$ cat config.mk
export PLATFORM = sky130hd
export DESIGN_NAME = pc_unit
export DESIGN_NICKNAME = d
export VERILOG_FILES = /design/src/rtl/pc_unit_pkg.sv /design/src/rtl/pc_redirect_buffer.sv /design/src/rtl/pc_unit.sv
export SDC_FILE = /design/constraint.sdc
export NUM_CORES = 1
export LEC_CHECK = 0
export ABC_AREA = 0
export BUFFER_PORTS_ARGS = -buffer_cell sky130_fd_sc_hd__buf_2
export CORE_ASPECT_RATIO = 2
export CORE_MARGIN = 2
export CORE_UTILIZATION = 45
export DETAILED_ROUTE_END_ITERATION = 10
export PLACE_DENSITY = 0.69
export REMOVE_ABC_BUFFERS = 1
export SYNTH_ARGS = -nofsm -noshare
export SYNTH_HDL_FRONTEND = slang
export SYNTH_SLANG_ARGS = --single-unit
$ cat constraint.sdc
create_clock -name clk -period 3.4 [get_ports clk]
set_input_delay 0.68 -clock clk [delete_from_list [all_inputs] [get_ports clk]]
set_output_delay 0.68 -clock clk [all_outputs]
set_load 0.1 [all_outputs]
$ cat src/rtl/pc_unit_pkg.sv
// Shared defaults and state encodings for the fetch-stage program counter.
package pc_unit_pkg;

  localparam int          PC_WIDTH        = 32;
  localparam logic [31:0] PC_RESET_VECTOR = 32'h0000_0000;
  localparam logic [31:0] PC_EXC_VECTOR   = 32'h8000_0180;
  localparam int          PC_STEP         = 4;

  typedef enum logic [1:0] {
    BOOT = 2'd0,
    RUN  = 2'd1,
    HOLD = 2'd2
  } pc_state_e;

endpackage

$ cat src/rtl/pc_redirect_buffer.sv
// One-entry holding register for a redirect target that arrives while fetch is stalled.
module pc_redirect_buffer #(
  parameter int WIDTH = 32
) (
  input  logic             clk,
  input  logic             rst,
  input  logic             load,
  input  logic             clr,
  input  logic [WIDTH-1:0] din,
  output logic [WIDTH-1:0] q,
  output logic             vld
);

  // Clear wins over load; a load overwrites any older entry (latest wins).
  always_ff @(posedge clk) begin
    if (rst) begin
      q   <= '0;
      vld <= 1'b0;
    end else if (clr) begin
      vld <= 1'b0;
    end else if (load) begin
      q   <= din;
      vld <= 1'b1;
    end
  end

endmodule

$ cat src/rtl/pc_unit.sv
// Fetch-stage program counter: boot cycle, stall, exc/jmp/br redirects,
// buffered redirect during stall and redirect alignment checking.
module pc_unit
  import pc_unit_pkg::*;
#(
  parameter int               WIDTH        = PC_WIDTH,
  parameter logic [WIDTH-1:0] RESET_VECTOR = WIDTH'(PC_RESET_VECTOR),
  parameter logic [WIDTH-1:0] EXC_VECTOR   = WIDTH'(PC_EXC_VECTOR),
  parameter int               STEP         = PC_STEP
) (
  input  logic             clk,
  input  logic             rst,
  input  logic             stall,
  input  logic             exc_valid,
  input  logic             jmp_valid,
  input  logic [WIDTH-1:0] jmp_target,
  input  logic             br_valid,
  input  logic [WIDTH-1:0] br_target,
  output logic [WIDTH-1:0] pc,
  output logic [WIDTH-1:0] pc_next,
  output logic             pc_valid,
  output logic             redirect_pending,
  output logic             misalign
);

  // Low address bits that must be zero; empty mask when STEP=1.
  localparam logic [WIDTH-1:0] ALIGN_MASK = WIDTH'(STEP - 1);

  pc_state_e        state, state_d;
  logic [WIDTH-1:0] pc_d;
  logic             pc_valid_d, misalign_d;
  logic             buf_load, buf_clr;
  logic [WIDTH-1:0] buf_din, pend_q;
  logic             pend_vld;
  logic [WIDTH-1:0] live_tgt;

  assign pc_next          = pc + WIDTH'(STEP);
  assign redirect_pending = pend_vld;
  assign live_tgt         = jmp_valid ? jmp_target : br_target;

  pc_redirect_buffer #(.WIDTH(WIDTH)) u_buf (
    .clk  (clk),
    .rst  (rst),
    .load (buf_load),
    .clr  (buf_clr),
    .din  (buf_din),
    .q    (pend_q),
    .vld  (pend_vld)
  );

  // State, PC and status registers.
  always_ff @(posedge clk) begin
    if (rst) begin
      state    <= BOOT;
      pc       <= RESET_VECTOR;
      pc_valid <= 1'b0;
      misalign <= 1'b0;
    end else begin
      state    <= state_d;
      pc       <= pc_d;
      pc_valid <= pc_valid_d;
      misalign <= misalign_d;
    end
  end

  // Next-state and redirect priority: exc > stalled capture > live jmp/br > pending > sequential.
  always_comb begin
    state_d    = state;
    pc_d       = pc;
    pc_valid_d = pc_valid;
    misalign_d = misalign;
    buf_load   = 1'b0;
    buf_clr    = 1'b0;
    buf_din    = live_tgt;
    case (state)
      BOOT: begin
        state_d    = RUN;
        pc_valid_d = 1'b1;
      end
      RUN, HOLD: begin
        if (exc_valid) begin
          pc_d       = EXC_VECTOR;
          misalign_d = 1'b0;
          buf_clr    = 1'b1;
          state_d    = RUN;
        end else if (stall) begin
          if (jmp_valid || br_valid) begin
            buf_load = 1'b1;
            state_d  = HOLD;
          end
        end else if (jmp_valid || br_valid) begin
          pc_d       = live_tgt & ~ALIGN_MASK;
          misalign_d = |(live_tgt & ALIGN_MASK);
          buf_clr    = 1'b1;
          state_d    = RUN;
        end else if (pend_vld) begin
          pc_d       = pend_q & ~ALIGN_MASK;
          misalign_d = |(pend_q & ALIGN_MASK);
          buf_clr    = 1'b1;
          state_d    = RUN;
        end else begin
          pc_d       = pc_next;
          misalign_d = 1'b0;
          state_d    = RUN;
        end
      end
      default: state_d = BOOT;
    endcase
  end

endmodule

# [After elaboration in Yosys (flattened, before gate mapping)]
# Cells that the tools add are included.
[totals] output_inout_bits=67 word_cells=42 in_bits=70 reg_bits=69
[op_classes] eq_ne=4 n_bitwise=1 n_mux=22 reduce_logical=8 addsub=1
[ops] operator="2-to-1 mux 32 bit" n=5
[ops] operator="adder 32 x 3 -> 32 bit (second input constant)" n=1
[ops] operator="2-to-1 mux 1 bit" n=13
[ops] operator="OR reduction 2 bit" n=4
[ops] operator="2-to-1 mux 2 bit" n=3
[ops] operator="!= test 4 bit (second input constant)" n=1
[ops] operator="one-hot mux 2 bit (2 select lines)" n=1
[ops] operator="AND reduction 2 bit" n=2
[ops] operator="== test 2 x 1 -> 1 bit (second input constant)" n=1
[ops] operator="== test 2 bit (second input constant)" n=1
[ops] operator="logical NOT 2 bit" n=1
[ops] operator="!= test 2 x 1 -> 1 bit (second input constant)" n=1
[ops] operator="logical OR 1 bit" n=1
[ops] operator="NOT 1 bit" n=1

# [Depth between registers and ports, before layout]
# Gate-level depths: netlist of run 1.
[depth] depth_word=7 ltp_mapped=8 depth_no_buf=7

# [Modules after synthesis]
# A second synthesis of run 1 with hierarchy kept.
[unflattened] hier_cells=556 area_unflattened_um2=4605.7
[modules_own_cells] mod="pc_unit" area_each_um2=3114.2 cells_each=408 n_inst=1 seq_area_each_um2=680.7
[modules_own_cells] mod="pc_redirect_buffer" area_each_um2=1491.4 cells_each=148 n_inst=1 seq_area_each_um2=660.6

# [Least setup slack after synthesis of run 1]
# OpenSTA, ideal clock, no wires.
[synth_path] path_kind="reg-to-output" start="register pc[2]" end="output port pc_next[22]" path_buffers=0 arrival_time_ns=3.646 path_stages_with_launch=6 required_time_ns=2.720 path_slack_ns=-0.926 path_cell_list="dfxtp_1 ha_1 and3_2 nand4_1 or2_1 xnor2_1"
[synth_via] elab_chain_len=1
[synth_lines] element="start, declared" line_no="pc_unit.sv:19" text="output logic [WIDTH-1:0] pc,"
[synth_lines] element="start signal, assigned" line_no="pc_unit.sv:60" text="pc <= pc_d;"
[synth_lines] element="adder 32 x 3 -> 32 bit" line_no="pc_unit.sv:37" text="assign pc_next = pc + WIDTH'(STEP);"
[synth_lines] element="end, declared" line_no="pc_unit.sv:20" text="output logic [WIDTH-1:0] pc_next,"
# No other way between the ends.

# [Worst setup path after layout of run 1]
[layout_path] start="register pc[11]" end="output port pc_next[29]"
# Same word-level chain as after synthesis.

==> flow_metrics.py, run 1 <==
metrics = {
    "clock_network": {
        "numCtsBuffers": 9,
        "clockBufferDepth": 2,
        "clk_pin_slew_worst_paths_ns": 0.05,
        "clk_latency_ns": 0.34,
        "clock-sinks": 67,
        "cts.htree.levels": 3,
        "cts_tree": "yes",
        "cts-root-buf": "clkbuf_16",
    },
    "synth": {
        "synthArstFlopShare": 0,
        "netlist.area_leader.share": 0.303,
        "synth_seq_area_share": 0.303,
        "syn_avg_cell_area_um2": 7.81,
        "synth_most_common_cell": "dfxtp_1",
        "synth_seq_cells": 67,
        "synth_top_flop_cell": "dfxtp_1",
        "ys_warn_count": 0,
        "syn_inst": 567,
        "synth_top_cell_by_area": "dfxtp_1",
        "ys_types": 69,
        "yosys-top-cells-area": "dfxtp_1, mux2i_1, nor2_1, nand2_1, a21oi_1",
        "synthTopCellsByCount": "dfxtp_1, nor2_1, nand2_1",
        "synth_edf_count": 0,
        "syn_area_um2": 4430,
    },
    "worst_setup_path": {
        "reg2reg_depth": 8,
        "reg2reg_slack_ns": 1.12,
        "arrival_ns": 2.55,
        "critPathKind": "reg2out",
        "crit_fanout": 8,
        "required_ns": 2.72,
        "cp_cell_sequence": "and4_1 -> nand3_1 -> nor4_1 -> xor2_1 -> clkbuf_4",
        "worstReg2RegStart": "state[1]$_SDFFE_PP0P_",
        "end_kind": "output port",
        "worstSetupStartpointType": "flip-flop",
        "rr_endpoint": "u_buf.q[23]$_SDFFE_PP0P_",
        "critPathMaxStageDelay_ns": 0.47,
        "critPathBufInv": 1,
        "crit_family": "simple AND/OR/NAND/NOR gates",
        "cpMaxStageDelayCell": "and4_1",
    },
    "global_routing": {
        "grt_pass1_wl_um": 22900,
        "grt_max_degree": 43,
        "grt_pass1_vias": 4618,
        "antenna_found_initial": 1,
        "grt-ovfl-total": 0,
        "track_usage": 0.282,
    },
    "floorplanning": {
        "die_w_um": 74.1,
        "pin_count": 137,
        "initial_utilization": 0.460,
        "core_area_um2": 9640,
        "die-area_um2": 10700,
        "die_y_um": 144,
        "rows": 51,
    },
    "placement": {
        "gp_congestion": 1.00,
        "hpwl_um": 11100,
        "portBuffers": 132,
        "post_dp_cell_area_um2": 5120,
        "dp_cells": 796,
    },
    "timing": {
        "hold_viol": 0,
        "tightest_slew_ns": 0.673,
        "slew-limit-headroom": 0.549,
        "fin_skew_ns": 0.00606,
        "fmax_mhz": 310,
        "min_period_ns": 3.23,
        "finalMaxSlewViolations": 0,
        "rsz0062_at_grt": "false",
        "hold_ws_ns": 0.453,
        "finalCritPeriodShare": 0.950,
        "finalSetupViolCount": 0,
        "tns_ns": 0,
    },
    "hold_path": {
        "hold_path.class": "reg2reg",
        "hold_start": "misalign$_SDFFE_PP0P_",
        "hold_depth": 2,
        "holdPathEnd": "misalign$_SDFFE_PP0P_",
    },
    "run_status": {
        "status": "complete, no violations",
    },
    "power_and_ir_drop": {
        "power_density_nw_per_um2": 457,
        "ir_drop_uv": 286,
        "leakage_nw": 2.30,
    },
    "route": {
        "drt-total-wl_um": 15200,
        "routed_via_density": 6.03,
        "drtPass1Iterations": 7,
        "vias": 4900,
        "drcViolationCount": 0,
        "drt-initial-drc-count": 406,
        "post_drt_wl_per_cell_um": 18.7,
        "antenna_left": 0,
    },
    "final_layout": {
        "nets": 748,
        "fillers": 893,
        "seq_area_um2": 1340,
        "multi_input_area_um2": 2820,
        "finalNonFillerCells": 813,
        "final_cell_area_um2": 5430,
        "syn2layout_area_growth_pct": 22.7,
        "drive_above_1_share": 0.262,
        "fin_util": 0.564,
    },
    "run": {
        "drv_cap": 0,
    },
}
## where the power goes
part | total, mW | switching (mW) | internal [mW]
combinational | 0.650 | 0.488 | 0.162
sequential | 0.862 | 0.0377 | 0.825
clock | 0.971 | 0.342 | 0.629
## metal layers
metal,up-vias,GRT usage,wire length (µm)
met3,51,0.0495,878
li1,2302,-,-
met4,0,0.173,845
met1,2322,0.292,5470
met5,-,0,0
met2,225,0.507,8010
## worst reg2reg max path: cells and delay by family, from the launching register on
family	cells	cell delay, ns
fa+ha+maj	1	0.38
compound gates	1	0.26
simple gates	4	0.75
buf+inv	2	0.43
flops	1	0.36
## registers in the layout (all words and copies together) (netlist names)
register / count
misalign: 1
u_buf.vld: 1
pc_valid: 1
state: 2
u_buf.q: 32
pc: 30
## layout make-up
| type | instances | area share |
|---|---|---|
| multi-input combinational | 442 | 0.519 |
| sequential | 67 | 0.247 |
| timing repair buffer | 144 | 0.139 |
| clock buffer | 15 | 0.0511 |
| tap | 132 | 0.0304 |
| inverter | 11 | 0.00760 |
| clock inverter | 1 | 0.00553 |
| antenna | 1 | 0.000461 |
## cells by family after synthesis
group	after synthesis	synth area share
AND/OR/NAND/NOR	218	0.254
AO/OA/AOI/OAI	162	0.252
flip-flops	67	0.303
buffers and inverters	61	0.0639
multiplexers	30	0.0687
XOR/XNOR	25	0.0494
adder cells (fa/ha/maj)	3	0.00848
other	1	0.000847
## worst max path at each step
stage	start	end	slack (ns)	cells after the start
3_5_place_dp	pc[11]$_SDFFE_PP0P_	pc_next[29]	0.47	5
5_1_grt	pc[6]$_SDFFE_PP0P_	pc_next[27]	0.07	5
4_1_cts	pc[6]$_SDFFE_PP0P_	pc_next[29]	0.11	5
2_1_floorplan	pc[6]$_SDFFE_PP0P_	pc_next[22]	-0.97	4
6_report	pc[11]$_SDFFE_PP0P_	pc_next[29]	0.17	5
3_3_place_gp	pc[6]$_SDFFE_PP0P_	pc_next[29]	0.54	5
## placed cells by master (no fill, tap or decap), types with 4 or more instances in the layout
| cell type | count |
|---|---|
| nor4_1 | 6 |
| nor2_1 | 65 |
| a221o_1 | 4 |
| o31ai_1 | 5 |
| nand2_1 | 56 |
| o21ai_0 | 29 |
| and3_1 | 5 |
| mux2i_1 | 27 |
| a22oi_1 | 6 |
| buf_2 | 131 |
| nor2b_1 | 7 |
| dfxtp_1 | 67 |
| nand3_1 | 19 |
| clkbuf_16 | 9 |
| xor2_1 | 8 |
| a31oi_1 | 4 |
| inv_1 | 11 |
| o22ai_1 | 6 |
| nand3b_1 | 4 |
| buf_4 | 12 |
| nor3_1 | 12 |
| a22o_1 | 4 |
| and4_1 | 6 |
| xnor2_1 | 17 |
| o31a_1 | 5 |
| nand2b_1 | 6 |
| nor3b_1 | 4 |
| conb_1 | 4 |
| a21oi_1 | 38 |
| a311oi_1 | 11 |
| a211oi_1 | 18 |
| nand4_1 | 6 |
| and3b_1 | 5 |
## timing repair
item,4_1_cts,5_1_grt
gates resized for setup,0,1
hold buffers,0,0
setup endpoints to repair,0,1
buffers inserted,0,0
## stage by stage
step	total power, mW	setup WS, ns
2_1_floorplan	1.33	-0.967
6_report	2.48	0.171
3_3_place_gp	1.51	0.541
3_5_place_dp	1.52	0.471
5_1_grt	2.57	0.0686
4_1_cts	2.48	0.109
No activity file was read; power rests on OpenSTA's default activity.
==> run 2, diff against run 1 <==
- ABC_AREA: 0 -> 1
==> run 2 against run 1 <==
Compared with the run above: largest cell class unchanged; worst setup slack better by 0.23 ns; sequential power hardly changed; highest routed layer unchanged; sequential cell count stayed put; hold slack better by 0.0036 ns; global-route usage is 0.46 points higher; non-clock buffer count is 1 lower; critical path depth is 4 higher; cell area is 0.44% higher.
==> flow_metrics.py, run 2 <==
metrics = {
    "global_routing": {
        "track_usage": 0.287,
        "grtUsageMet2": 0.516,
        "grt_pass1_wl_um": 23400,
        "met1_usage": 0.307,
        "busiest_layer": "met2",
        "grt-ovfl-total": 0,
        "grt_max_degree": 43,
        "antenna_found_initial": 0,
        "grt_pass1_vias": 4903,
        "met3_usage": 0.0523,
    },
    "floorplanning": {
        "initial_utilization": 0.459,
        "pin_count": 137,
        "die_w_um": 74.3,
        "die_y_um": 145,
        "rows": 51,
        "die-area_um2": 10700,
        "core_area_um2": 9700,
    },
    "worst_setup_path": {
        "critPathMaxStageDelay_ns": 0.42,
        "critPathKind": "reg2out",
        "reg2reg_depth": 8,
        "required_ns": 2.72,
        "rr_endpoint": "u_buf.q[23]$_SDFFE_PP0P_",
        "crit_path_start": "pc[2]$_SDFFE_PP0P_",
        "worstReg2RegStart": "state[0]$_SDFFE_PP0P_",
        "cpMaxStageDelayCell": "buf_2",
        "cp_cell_sequence": "ha_1 -> nand3_2 -> nor2_1 -> inv_1 -> nor2_1 -> nand2_1 -> nand2_1 -> and2_1 -> buf_2",
        "worstSetupStartpointType": "flip-flop",
        "reg2reg_slack_ns": 1.45,
        "crit_fanout": 6,
        "arrival_ns": 2.32,
        "end_kind": "output port",
    },
    "hold_path": {
        "holdPathEnd": "u_buf.q[30]$_SDFFE_PP0P_",
        "hold_path.class": "reg2reg",
        "hold_start": "u_buf.q[30]$_SDFFE_PP0P_",
        "hold_depth": 2,
    },
    "power_and_ir_drop": {
        "ir_drop_uv": 322,
        "power_density_nw_per_um2": 439,
        "leakage_nw": 2.63,
    },
    "final_layout": {
        "syn2layout_area_growth_pct": 22.6,
        "diodes": 0,
        "largest_register_ffs": 32,
        "final_common_cell": "nand2_1",
        "nets": 957,
        "drive_above_1_share": 0.205,
        "final_cell_mix": "nand2_1, buf_2, nor2_1",
        "largestRegisters": "u_buf.q x32, pc x30, state x2",
        "regMostFlops": "u_buf.q",
    },
    "synth": {
        "synth_top_cell_by_area": "dfxtp_1",
        "yosys-top-cells-area": "dfxtp_1, nand2_1, a21oi_1, nor2_1, inv_1",
        "synthArstFlopShare": 0,
        "synth_edf_count": 0,
        "ys_warn_count": 0,
        "netlist.area_leader.share": 0.301,
        "syn_avg_cell_area_um2": 5.80,
        "synth_most_common_cell": "nand2_1",
        "syn_inst": 767,
        "synth_top_flop_cell": "dfxtp_1",
        "synthTopCellsByCount": "nand2_1, nor2_1, dfxtp_1",
        "synth_seq_cells": 67,
        "ys_types": 35,
        "syn_area_um2": 4450,
        "synth_seq_area_share": 0.301,
    },
    "timing": {
        "tightest_slew_ns": 0.786,
        "min_period_ns": 3.00,
        "finalMaxSlewViolations": 0,
        "fin_skew_ns": 0.00695,
        "finalCritPeriodShare": 0.883,
        "hold_viol": 0,
        "rsz0062_at_grt": "false",
        "finalSetupViolCount": 0,
        "finalWorstSetupSlack_ns": 0.397,
        "fmax_mhz": 333,
        "slew-limit-headroom": 0.476,
        "hold_ws_ns": 0.456,
    },
    "route": {
        "drtPass1Iterations": 5,
        "routed_via_density": 5.11,
        "drt-initial-drc-count": 344,
        "drt-total-wl_um": 14800,
        "post_drt_wl_per_cell_um": 14.6,
        "antenna_left": 0,
        "drcViolationCount": 0,
        "vias": 5204,
    },
    "clock_network": {
        "clock-sinks": 67,
        "clk_pin_slew_worst_paths_ns": 0.05,
        "cts-root-buf": "clkbuf_16",
        "postCtsHoldBufs": 0,
        "cts_resized": 0,
        "cts_tree": "yes",
        "numCtsBuffers": 9,
        "clockBufferDepth": 2,
        "postCtsSetupBuffers": 0,
        "cts.htree.levels": 3,
        "clk_latency_ns": 0.34,
    },
    "placement": {
        "place_ws_ns": 0.776,
        "gp_congestion": 0.997,
        "hpwl_um": 10800,
        "portBuffers": 132,
    },
    "run": {
        "drv_cap": 0,
    },
    "run_status": {
        "status": "complete, no violations",
    },
}
run 2: area by class of cell:
cell class | count | area (µm²)
multi-input cells | 598 | 2700
inverters | 65 | 244
clock buffers | 12 | 256
repair buffers | 143 | 743
well taps | 132 | 165
fillers | 1062 | 4240
clock inverters | 2 | 12.5
flip-flops and latches | 67 | 1340
run 2: worst max-delay path: cells and delay by family, from the launching register on:
family	cells	cell delay [ns]
simple gates	6	0.83
buf+inv	2	0.50
flops	1	0.40
fa+ha+maj	1	0.25
run 2: metrics by stage:
| step | power [mW] | std cells | TNS (ns) | instance area (µm²) | utilization |
|---|---|---|---|---|---|
| after floorplan | 1.36 | 730 | -7.14 | 4280 | - |
| after detailed placement | 1.55 | 1005 | 0 | 5190 | 0.535 |
| after CTS | 2.41 | 1019 | 0 | 5460 | 0.563 |
| final | 2.39 | 1019 | 0 | 5460 | 0.563 |
| after global routing | 2.48 | 1019 | 0 | 5460 | 0.563 |
| after global placement | 1.54 | 1005 | 0 | 5190 | 0.535 |
run 2: worst max-delay path by stage:
| stage | endpoint | slack [ns] | depth (start not counted) |
|---|---|---|---|
| after floorplan | pc_next[9] | -1.09 | 4 |
| after global placement | pc_next[24] | 0.86 | 9 |
| after detailed placement | pc_next[24] | 0.78 | 9 |
| after CTS | pc_next[24] | 0.41 | 9 |
| after global routing | pc_next[24] | 0.27 | 9 |
| final | pc_next[24] | 0.40 | 9 |
run 2: power breakdown:
part,total [mW],internal [mW],switching (mW)
combinational,0.666,0.138,0.528
sequential,0.865,0.823,0.0420
clock,0.863,0.524,0.339
run 2: kinds of logic (layout without fill, tap and decap cells):
| family | after synthesis | count (layout) | share of synthesized area |
|---|---|---|---|
| AO/OA/AOI/OAI | 113 | 113 | 0.137 |
| XOR/XNOR | 7 | 7 | 0.0138 |
| adder cells (fa/ha/maj) | 3 | 3 | 0.00843 |
| buffers and inverters | 105 | 222 | 0.0961 |
| flip-flops | 67 | 67 | 0.301 |
| multiplexers | 6 | 6 | 0.0135 |
| other | 1 | 4 | 0.000843 |
| AND/OR/NAND/NOR | 465 | 465 | 0.429 |
run 2: per-layer routing:
metal,vias up,part of all wire
met3,34,0.054
met4,0,0.040
met2,199,0.54
met5,-,0
li1,2618,-
met1,2353,0.37
==> run 3, diff against run 2 <==
- CELL_PAD_IN_SITES_DETAIL_PLACEMENT: unset -> 1
- CELL_PAD_IN_SITES_GLOBAL_PLACEMENT: unset -> 1
- CORE_UTILIZATION: 45 -> 31
- PLACE_DENSITY: 0.69 -> 0.74
- clock period: 3.4 -> 2.6 ns (I/O delays scaled with it)
==> run 3 against run 2 <==
Compared with the run above: core utilization shrank 14 points; critical path depth decreased by 2; hold slack better by 0.0070 ns; sequential cell count did not move; via count grew 0.60%; sequential power increased by 29%; clock skew barely moved; power grew 38%; clock power is 45% higher; cell area is 8.8% higher; die area up 43%; non-clock buffer count grew 10; critical path type unchanged; critical endpoint is now pc_next[19]; highest routed layer unchanged.
==> flow_metrics.py, run 3 (synthesized netlist as in run 2, its figures left out) <==
metrics = {
    "run_status": {
        "status": "complete, no violations",
    },
    "final_layout": {
        "final_common_cell": "nand2_1",
        "regMostFlops": "u_buf.q",
        "diodes": 0,
        "drive_above_1_share": 0.226,
        "syn2layout_area_growth_pct": 33.5,
        "nets": 967,
        "multi_input_area_um2": 2730,
        "fillers": 1964,
        "seq_area_um2": 1350,
        "final_cell_mix": "nand2_1, buf_2, nor2_1",
        "largestRegisters": "u_buf.q x32, pc x30, state x2",
        "largest_register_ffs": 32,
    },
    "worst_setup_path": {
        "required_ns": 2.08,
        "worstSetupStartpointType": "flip-flop",
        "critPathMaxStageDelay_ns": 0.42,
        "crit_path_frequent_cell": "nand2_1",
        "critPathKind": "reg2out",
        "cpMaxStageDelayCell": "dfxtp_1",
        "arrival_ns": 1.98,
        "reg2reg_depth": 9,
        "crit_fanout": 5,
        "end_kind": "output port",
        "cp_cell_sequence": "nand2_1 -> nor2_2 -> nand3b_1 -> nor2_1 -> nand2_1 -> nand2_1 -> buf_4",
    },
    "global_routing": {
        "grt_pass1_wl_um": 27100,
        "grt_pass1_vias": 5405,
        "track_usage": 0.223,
        "antenna_found_initial": 0,
        "grt_max_degree": 30,
        "grt-ovfl-total": 0,
    },
    "route": {
        "routed_via_density": 4.80,
        "post_drt_wl_per_cell_um": 15.1,
        "vias": 5235,
        "drt-initial-drc-count": 149,
        "drt-total-wl_um": 16500,
        "drcViolationCount": 0,
        "antenna_left": 0,
        "drtPass1Iterations": 4,
    },
    "timing": {
        "min_period_ns": 2.50,
        "tightest_slew_ns": 0.759,
        "fin_skew_ns": 0.00693,
        "finalMaxSlewViolations": 0,
        "tns_ns": 0,
        "finalCritPeriodShare": 0.963,
        "hold_viol": 0,
        "finalWorstSetupSlack_ns": 0.0970,
        "hold_ws_ns": 0.463,
        "finalSetupViolCount": 0,
        "slew-limit-headroom": 0.493,
        "fmax_mhz": 400,
    },
    "clock_network": {
        "cts.htree.levels": 3,
        "clk_latency_ns": 0.33,
        "cts-root-buf": "clkbuf_16",
        "postCtsHoldBufs": 0,
        "postCtsSetupBuffers": 0,
        "cts_tree": "yes",
        "numCtsBuffers": 9,
        "clk_pin_slew_worst_paths_ns": 0.06,
        "clockBufferDepth": 2,
        "clock-sinks": 67,
    },
    "run": {
        "drv_cap": 0,
    },
    "floorplanning": {
        "die_w_um": 88.7,
        "initial_utilization": 0.314,
        "die-area_um2": 15400,
        "die_y_um": 173,
        "core_area_um2": 14200,
        "pin_count": 137,
        "rows": 62,
    },
    "power_and_ir_drop": {
        "leakage_nw": 2.76,
        "p_sw_mw": 1.26,
        "power_density_nw_per_um2": 557,
        "p_sw_frac": 0.380,
        "p_seq_frac": 0.339,
        "ir_drop_uv": 338,
        "p_total_mw": 3.31,
        "clkPwrFrac": 0.377,
        "combPwrFrac": 0.284,
        "intPower_mw": 2.05,
    },
    "placement": {
        "place_ws_ns": 0.217,
        "gp_congestion": 0.867,
        "hpwl_um": 12500,
        "portBuffers": 132,
    },
    "hold_path": {
        "hold_path.class": "reg2reg",
        "hold_depth": 2,
    },
}
[run 3: per-layer routing]
layer | global-route usage | part of all wire | vias up
li1 | - | - | 2639
met1 | 0.276 | 0.42 | 2453
met2 | 0.387 | 0.51 | 124
met3 | 0.0376 | 0.047 | 19
met4 | 0.0600 | 0.018 | 0
met5 | 0 | 0 | -
[run 3: timing repair]
| action | 4_1_cts | 5_1_grt |
|---|---|---|
| pin swaps | 1 | 1 |
| resized for setup | 8 | 20 |
| setup endpoints to repair | 13 | 16 |
[run 3: final timing paths]
path / startpoint / end / slack, ns
min reg2reg: u_buf.q[7]$_SDFFE_PP0P_ / u_buf.q[7]$_SDFFE_PP0P_ / 0.46
min: u_buf.q[7]$_SDFFE_PP0P_ / u_buf.q[7]$_SDFFE_PP0P_ / 0.46
max: pc[6]$_SDFFE_PP0P_ / pc_next[19] / 0.1
max reg2reg: state[1]$_SDFFE_PP0P_ / pc[20]$_SDFFE_PP0P_ / 0.78
[run 3: cell type report]
type,count,area share
flip-flops and latches,67,0.227
multi-input cells,598,0.460
inverters,65,0.0411
clock inverters,7,0.0131
clock buffers,9,0.0379
well taps,192,0.0404
repair buffers,153,0.180
[run 3: critical path, delay by kind of cell (launching register included)]
| kind | cells | cell delay [ns] |
|---|---|---|
| DFF | 1 | 0.42 |
| and+or+nand+nor | 6 | 0.91 |
| buffers and inverters | 1 | 0.31 |
[run 3: metrics by stage]
stage	cells	cell area [µm²]	utilization
2_1_floorplan	730	4280	-
3_3_place_gp	1075	5560	0.392
3_5_place_dp	1075	5560	0.392
4_1_cts	1091	5880	0.414
5_1_grt	1091	5940	0.418
6_report	1091	5940	0.418
[run 3: power groups by stage]
stage | Clock, mW | Sequential (mW) | Combinational (mW)
2_1_floorplan | 0 | 1.34 | 0.450
3_3_place_gp | 0 | 1.14 | 0.930
3_5_place_dp | 0 | 1.14 | 0.940
4_1_cts | 1.27 | 1.12 | 0.946
5_1_grt | 1.31 | 1.13 | 1.01
6_report | 1.25 | 1.12 | 0.940
